===== src/rtl/tdm_demux4_if.sv =====
// Handshake and lane bus between a TDM sample source/word consumer and tdm_demux4.
interface tdm_demux4_if #(
  parameter int DATA_W = 4
);
  logic                  in_valid;
  logic                  in_ready;
  logic [DATA_W-1:0]     in_data;
  logic                  sel_mode;
  logic [1:0]            sel_in;
  logic                  frame_start;
  logic [3:0]            lane_strobe;
  logic [4*DATA_W-1:0]   out_lanes;
  logic                  word_valid;
  logic                  word_ready;

  modport master (
    output in_valid, in_data, sel_mode, sel_in, frame_start, word_ready,
    input  in_ready, lane_strobe, out_lanes, word_valid
  );

  modport slave (
    input  in_valid, in_data, sel_mode, sel_in, frame_start, word_ready,
    output in_ready, lane_strobe, out_lanes, word_valid
  );
endinterface


===== src/rtl/tdm_demux4.sv =====
// 1-to-4 TDM demux: steers accepted samples into 4 lane registers (1 clk latency) and
// offers the full word via valid/ready; in_ready drops while a word waits unconsumed.
module tdm_demux4 #(
  parameter int DATA_W = 4
) (
  input  logic clk,
  input  logic rst_n,
  tdm_demux4_if.slave bus
);
  localparam logic [0:0] FILL = 1'b0;
  localparam logic [0:0] FULL = 1'b1;

  logic [0:0]          state;
  logic [1:0]          slot_cnt;
  logic [3:0]          fill;
  logic [3:0]          strobe;
  logic [4*DATA_W-1:0] lanes;

  logic       accept;
  logic [1:0] tgt;
  logic [3:0] tgt_oh;
  logic [3:0] fill_base;
  logic [3:0] fill_nxt;
  logic       complete;

  assign bus.in_ready    = (state == FILL) | bus.word_ready;
  assign bus.word_valid  = (state == FULL);
  assign bus.lane_strobe = strobe;
  assign bus.out_lanes   = lanes;

  assign accept    = bus.in_valid & bus.in_ready;
  assign tgt       = bus.frame_start ? 2'd0 : (bus.sel_mode ? slot_cnt : bus.sel_in);
  assign tgt_oh    = 4'b0001 << tgt;
  // frame_start wipes the mask before the current write lands
  assign fill_base = bus.frame_start ? 4'b0000 : fill;
  assign fill_nxt  = accept ? (fill_base | tgt_oh) : fill_base;
  assign complete  = accept & (fill_nxt == 4'b1111);

  always_ff @(posedge clk or negedge rst_n) begin
    if (!rst_n) begin
      state    <= FILL;
      slot_cnt <= 2'd0;
      fill     <= 4'b0000;
      strobe   <= 4'b0000;
      lanes    <= '0;
    end else begin
      strobe <= accept ? tgt_oh : 4'b0000;

      for (int k = 0; k < 4; k++) begin
        if (accept && (tgt == 2'(k))) begin
          lanes[k*DATA_W +: DATA_W] <= bus.in_data;
        end
      end

      if (bus.frame_start) begin
        slot_cnt <= accept ? 2'd1 : 2'd0;
      end else if (accept && bus.sel_mode) begin
        slot_cnt <= slot_cnt + 2'd1;
      end

      fill <= complete ? 4'b0000 : fill_nxt;

      if (complete) begin
        state <= FULL;
      end else if ((state == FULL) && bus.word_ready) begin
        state <= FILL;
      end
    end
  end
endmodule

===== src/flat_wrapper.sv =====
// flat-port wrapper written by rule: the top's interface ports become plain ports
module tdm_demux4_flat 
#(
  parameter int DATA_W = 4
)
  (clk, rst_n, bus_in_valid, bus_in_data, bus_sel_mode, bus_sel_in, bus_frame_start, bus_word_ready, bus_in_ready, bus_lane_strobe, bus_out_lanes, bus_word_valid);
  tdm_demux4_if #(.DATA_W(DATA_W)) bus_i ();
  input  logic clk;
  input  logic rst_n;
  input wire logic [$bits(bus_i.in_valid)-1:0] bus_in_valid;
  input wire logic [$bits(bus_i.in_data)-1:0] bus_in_data;
  input wire logic [$bits(bus_i.sel_mode)-1:0] bus_sel_mode;
  input wire logic [$bits(bus_i.sel_in)-1:0] bus_sel_in;
  input wire logic [$bits(bus_i.frame_start)-1:0] bus_frame_start;
  input wire logic [$bits(bus_i.word_ready)-1:0] bus_word_ready;
  output wire logic [$bits(bus_i.in_ready)-1:0] bus_in_ready;
  output wire logic [$bits(bus_i.lane_strobe)-1:0] bus_lane_strobe;
  output wire logic [$bits(bus_i.out_lanes)-1:0] bus_out_lanes;
  output wire logic [$bits(bus_i.word_valid)-1:0] bus_word_valid;
  assign bus_i.in_valid = bus_in_valid;
  assign bus_i.in_data = bus_in_data;
  assign bus_i.sel_mode = bus_sel_mode;
  assign bus_i.sel_in = bus_sel_in;
  assign bus_i.frame_start = bus_frame_start;
  assign bus_i.word_ready = bus_word_ready;
  assign bus_in_ready = bus_i.in_ready;
  assign bus_lane_strobe = bus_i.lane_strobe;
  assign bus_out_lanes = bus_i.out_lanes;
  assign bus_word_valid = bus_i.word_valid;
  tdm_demux4 #(.DATA_W(DATA_W)) u_core (.clk(clk), .rst_n(rst_n), .bus(bus_i));
endmodule

===== config.mk =====
export PLATFORM = sky130hd
export DESIGN_NAME = tdm_demux4_flat
export DESIGN_NICKNAME = d
export VERILOG_FILES = /design/src/rtl/tdm_demux4_if.sv /design/src/rtl/tdm_demux4.sv /design/src/flat_wrapper.sv
export SDC_FILE = /design/constraint.sdc
export NUM_CORES = 1
export LEC_CHECK = 0
export CORE_MARGIN = 10
export CORE_UTILIZATION = 46
export CTS_CLUSTER_DIAMETER = 50
export CTS_CLUSTER_SIZE = 12
export DETAILED_ROUTE_END_ITERATION = 10
export PLACE_DENSITY = 0.74
export RECOVER_POWER = 100
export SLEW_MARGIN = 30
export SYNTH_ARGS = -nofsm -noshare
export SYNTH_HDL_FRONTEND = slang
export SYNTH_SLANG_ARGS = --single-unit
export TNS_END_PERCENT = 5

===== constraint.sdc =====
create_clock -name clk -period 2.29 [get_ports clk]
set_clock_uncertainty 0.1 [all_clocks]
set_input_delay 0.229 -clock clk [delete_from_list [all_inputs] [get_ports clk]]
set_output_delay 0.229 -clock clk [all_outputs]
set_load 0.01 [all_outputs]

# After elaboration in Yosys (flattened, before gate mapping)
# Cells that the tools add are included.
op_classes:
  n_addsub: 1
  eq_ne: 4
  n_shift: 1
  mux: 11
  n_bitwise: 5
  reduce_logical: 9
ops:
  columns: ["operator", "count"]
  rows:
  - ["2-to-1 mux 4 bit", 4]
  - ["2-to-1 mux 2 bit", 4]
  - ["logical AND 1 bit", 6]
  - ["== test 2 bit, second input constant", 2]
  - ["== test 4 bit, second input constant", 1]
  - ["bitwise OR 4 bit", 1]
  - ["nonzero test 2 bit", 2]
  - ["left shift 1 x 2 -> 4 bit, first input constant", 1]
  - ["2-to-1 mux 1 bit", 3]
  - ["adder 2 x 1 -> 2 bit, second input constant", 1]
  - ["bitwise AND 1 bit", 2]
  - ["== test 2 x 1 -> 1 bit, second input constant", 1]
  - ["zero test 2 bit", 1]
  - ["NOT 1 bit", 1]
  - ["bitwise OR 1 bit", 1]
totals:
  regBits: 27
  input_bits: 12
  out_inout_bits: 22
  word_cells: 39

# Logic depth before layout (Yosys ltp)
logic_depth:
  word_depth: 8
  ltp_mapped: 5
  mapped_depth_nobuf: 4

# Worst setup path after synthesis
# OpenSTA, ideal clock, no wires.
synth_path:
  path_type: "register to register"
  startpoint: "register u_core.slot_cnt[0]"
  endpoint: "register u_core.lanes[10], in the netlist u_core.bus.out_lanes[10]"
  setup_time_ps: 128
  t_arrival_ps: 1399
  required_ps: 2062
  setup_slack_ps: 663
  stages_incl_launch_ff: 6
  path_buffers: 1
  synth_period_minus_slack_ps: 1627
  path_cell_list: "dfrtp_1 mux2i_1 or2_4 and3_1 buf_2 mux2_1"
synth_via:
  elab_chain_len: 4
synth_lines:
  columns: ["item", "line_no", "text"]
  rows:
  - ["from (decl)", "tdm_demux4.sv:14", "logic [1:0] slot_cnt;"]
  - ["from (signal assigned)", "tdm_demux4.sv:56", "slot_cnt <= accept ? 2'd1 : 2'd0;"]
  - ["from (signal assigned)", "tdm_demux4.sv:58", "slot_cnt <= slot_cnt + 2'd1;"]
  - ["2-to-1 mux 2 bit (2 in series)", "tdm_demux4.sv:32", "assign tgt = bus.frame_start ? 2'd0 : (bus.sel_mode ? slot_cnt : bus.sel_in);"]
  - ["== test 2 bit", "tdm_demux4.sv:50", "if (accept && (tgt == 2'(k))) begin"]
  - ["logical AND 1 bit", "tdm_demux4.sv:50", null]
  - ["to (signal, indexed assignment)", "tdm_demux4.sv:51", "lanes[k*DATA_W +: DATA_W] <= bus.in_data;"]
  - ["to (decl)", "tdm_demux4.sv:17", "logic [4*DATA_W-1:0] lanes;"]
# Every way passes these cells.
# A chain may end at the register's enable or synchronous reset.

# Final worst setup path
layout_path:
  startpoint: "input bus_sel_mode"
  endpoint: "register u_core.fill[3]"
layout_via:
  elab_chain_len: 8
layout_lines:
  columns: ["item", "line_no", "text"]
  rows:
  - ["from (decl)", "flat_wrapper.sv:12", "input wire logic [$bits(bus_i.sel_mode)-1:0] bus_sel_mode;"]
  - ["2-to-1 mux 2 bit * (2 in series)", "tdm_demux4.sv:32", null]
  - ["left shift 1 x 2 -> 4 bit *", "tdm_demux4.sv:33", "assign tgt_oh = 4'b0001 << tgt;"]
  - ["bitwise OR 4 bit *", "tdm_demux4.sv:36", "assign fill_nxt = accept ? (fill_base | tgt_oh) : fill_base;"]
  - ["2-to-1 mux 4 bit *", "tdm_demux4.sv:36", null]
  - ["== test 4 bit", "tdm_demux4.sv:37", "assign complete = accept & (fill_nxt == 4'b1111);"]
  - ["bitwise AND 1 bit", "tdm_demux4.sv:37", null]
  - ["2-to-1 mux 4 bit *", "tdm_demux4.sv:61", "fill <= complete ? 4'b0000 : fill_nxt;"]
  - ["to (signal assigned)", "tdm_demux4.sv:61", null]
  - ["to (decl)", "tdm_demux4.sv:15", "logic [3:0] fill;"]
# Every way passes the cells marked *; elsewhere a longest branch is shown, timed or not.

==> impl_metrics.tcl <==
set metrics [dict create \
    worstPathMaxFanout 5 \
    cts-buffers-inserted 3 \
    post_synthesis_cell_type_count 30 \
    average_wire_length_per_cell_after_detail_routing_microns 16.24 \
    crit_chain "dlygate4sd3_1, mux2i_1, or4b_1, o211ai_1, a22oi_1" \
    num_antenna_cells 0 \
    cpPeakStageDelay_ps 630 \
    via_count 785 \
    critical_path_arrival_ps 2150 \
    internal_pwr_total_mw 0.8209 \
    synth.avg_cell_area_sq_um 14.19 \
    finalInstanceArea_sq_um 1583 \
    cts.sinks 27 \
    seq_power_share_pct 53.2 \
    dominantRegCellSynth "sky130_fd_sc_hd__dfrtp_1" \
    setup_ws_ps 241.5 \
    report.final.setup_viol 0 \
    synth.top_cells.by_count "27 x sky130_fd_sc_hd__dfrtp_1, 12 x sky130_fd_sc_hd__mux2_1, 4 x sky130_fd_sc_hd__mux2_4" \
    cts_buffer_depth 2 \
    std_cell_rows 18 \
    hold_buffers 0 \
    comb_power_share_pct 29.6 \
    synth_top_area_share_pct 58.06 \
    power_density_nw_per_um2 710.8 \
    number_of_slew_limit_violations_in_the_final_report 0 \
    postCtsSetupRepairBufs 0 \
    initial_core_util_pct 47.40 \
    peakVddDrop_mv 0.5638 \
    clock_tree_from_tritoncts "yes" \
    placedInstanceArea_sq_um 1575 \
    crit_family "buffers and inverters" \
    design.die.area_sq_um 4941 \
    ios 34 \
    signed_area_change_from_the_synthesized_netlist_to_the_final_layout_pct 36.02 \
    cts.repair.resized 0 \
    worstSetupPathType "in -> reg" \
    clock_tree.root_cell "sky130_fd_sc_hd__clkbuf_4" \
    postSynthRegisterBits 27 \
    net-switching-power_mw 0.3040 \
    hold_class "reg -> reg" \
    layout-drive-gt1-share_pct 13.71 \
    startpoint_type "input port" \
    iteration_0_drc_markers 33 \
    viasPerCell 5.097 \
    wire_length_of_the_first_global_routing_pass_microns 4236 \
    chipWidth_microns 70.30 \
    final_net_count 137 \
    slowest_stage "sky130_fd_sc_hd__dlygate4sd3_1" \
    postSynthNetCount 94 \
    cp_num_buf_inv 1 \
    worst_pin_slew_ps 1395 \
    synth.most_common_cell "sky130_fd_sc_hd__dfrtp_1" \
    layout_min_cycle_time_ps 2048 \
    io_buffer_count 33 \
    clk_pin_slew_worst_paths_ps 130 \
    critical_path_required_ps 2390 \
    synth_async_sr_flop_share_pct 100.0 \
    fmax_ghz 0.4882 \
    synth.area.top_cells "sky130_fd_sc_hd__dfrtp_1 58%, sky130_fd_sc_hd__mux2_1 12%, sky130_fd_sc_hd__mux2_4 5.2%" \
    first_global_vias 889 \
    dp_hpwl_microns 1994 \
    max-slew-margin-rel_pct 7.015 \
    dieHeight_microns 70.30 \
    synth.yosys.seq_area_share_pct 58.06 \
    n_fill_cell 207 \
    grt_overflow_total 0 \
    insertion_delay_ps 310 \
    part_of_the_power_in_the_clock_network_pct 17.3 \
    grt_start_max_net_pins 28 \
    htree_num_levels 1 \
    final_antenna_net_count 0 \
    post_synth_edffs 0 \
    synth-warning-count 0 \
    post-route-drc-count 0 \
    hold_viol_final 0 \
    coreArea_sq_um 2455 \
    worst_setup_slack_post_dpl_ps 10.90 \
    synthCells 82 \
    overall_global_routing_usage_pct 10.33 \
    routabilityCongestion 0.7688 \
    yosysTopAreaCell "sky130_fd_sc_hd__dfrtp_1" \
    critical_path.endpoint_type "flop" \
    drt_wl_total_microns 2501 \
    unrepaired_setup_endpoints_after_global_routing "no" \
    rrSetupSlack_ps 430 \
    drv_cap 0 \
    syn-cell-area_sq_um 1164 \
    switching_share_pct 27.03 \
    grt_antenna_before_repair 0 \
    status "completed" \
    fin_crit_sh_pct 89.45 \
    iteration_count_of_the_initial_detailed_routing_pass 3 \
    power_leakage_nw 0.7330 \
    tns_ps 0 \
]
## metal layers
layer  routed length [microns]  track usage (%)  share of wire (%)  up-vias
met2                      1135            15.57                 45       23
met5                         0                0                  0        -
met1                      1092            12.40                 44      381
met4                        33            3.289                1.3        0
met3                       239            5.226                9.6        5
li1                          -                -                  -      376
## cell type report
type / count / area, sq um / area share [%]
repair buffers: 40 / 379.1 / 23.95
flip-flops and latches: 27 / 675.6 / 42.69
multi-input cells: 52 / 460.4 / 29.09
clock buffers: 4 / 26.28 / 1.660
well taps: 30 / 37.54 / 2.372
inverters: 1 / 3.754 / 0.2372
## cells by family after synthesis
| logic type | count (synthesis) | synth area share (%) |
|---|---|---|
| buffers and inverters | 3 | 1.074 |
| AND/OR/NAND/NOR | 22 | 13.55 |
| flip-flops | 27 | 58.06 |
| AO/OA/AOI/OAI | 10 | 6.882 |
| XOR/XNOR | 1 | 0.7528 |
| multiplexers | 19 | 19.68 |
## flip-flops by register name, indices dropped and copies added, names as in the netlist
name / cells
u_core.bus.lane_strobe: 4
u_core.bus.out_lanes: 16
u_core.bus.word_valid: 1
u_core.fill: 4
u_core.slot_cnt: 2
## placed cells by master (no fill, tap or decap), types with 2 or more instances in the layout
master                            instances
sky130_fd_sc_hd__dfrtp_1                 27
sky130_fd_sc_hd__dlygate4sd3_1           24
sky130_fd_sc_hd__mux2_1                  13
sky130_fd_sc_hd__clkdlybuf4s50_1          9
sky130_fd_sc_hd__buf_4                    6
sky130_fd_sc_hd__mux2i_1                  3
sky130_fd_sc_hd__nand2b_1                 3
sky130_fd_sc_hd__nor2_1                   3
sky130_fd_sc_hd__nor2b_1                  3
sky130_fd_sc_hd__a2bb2oi_1                3
sky130_fd_sc_hd__mux2_4                   3
sky130_fd_sc_hd__clkbuf_4                 3
sky130_fd_sc_hd__or2_2                    2
sky130_fd_sc_hd__nor3_4                   2
sky130_fd_sc_hd__nand3_1                  2
sky130_fd_sc_hd__a21oi_1                  2
sky130_fd_sc_hd__clkbuf_1                 2
## worst register-to-register path, stage by stage (launching register included)
cell and delay [ps]:
sky130_fd_sc_hd__dfrtp_1 420, sky130_fd_sc_hd__mux2i_1 410, sky130_fd_sc_hd__or4b_1 470, sky130_fd_sc_hd__o211ai_1 190, sky130_fd_sc_hd__a22oi_1 150
## through the flow
stage	hold slack [ps]	utilization, %	instances	power (mW)
floorplan	-166.6	-	82	0.7597
global placement	367.0	64.17	150	0.9831
finish	395.0	64.48	154	1.125
detailed placement	373.9	64.17	150	0.9897
global route	420.8	64.48	154	1.192
CTS	176.7	65.24	154	1.189
## power groups by stage
stage | sequential, mW | combinational, mW | clock [mW]
after floorplan | 0.647 | 0.113 | 0
after global placement | 0.611 | 0.372 | 0
after detailed placement | 0.612 | 0.378 | 0
after CTS | 0.604 | 0.380 | 0.205
after global routing | 0.612 | 0.363 | 0.217
final | 0.598 | 0.333 | 0.194
## path summary, 6_finish.rpt
kind,from,endpoint,depth (start not counted)
worst max-delay path,bus_sel_mode,u_core.fill[3],5
worst min-delay path,u_core.bus.out_lanes[11],u_core.bus.out_lanes[11],1
worst max register to register,u_core.slot_cnt[1],u_core.fill[3],4
worst min register to register,u_core.bus.out_lanes[11],u_core.bus.out_lanes[11],1
max in group asynchronous,rst_n,u_core.bus.out_lanes[15],2
min in group asynchronous,rst_n,u_core.fill[1],2
Note: power is estimated with default switching activity, not from simulation.
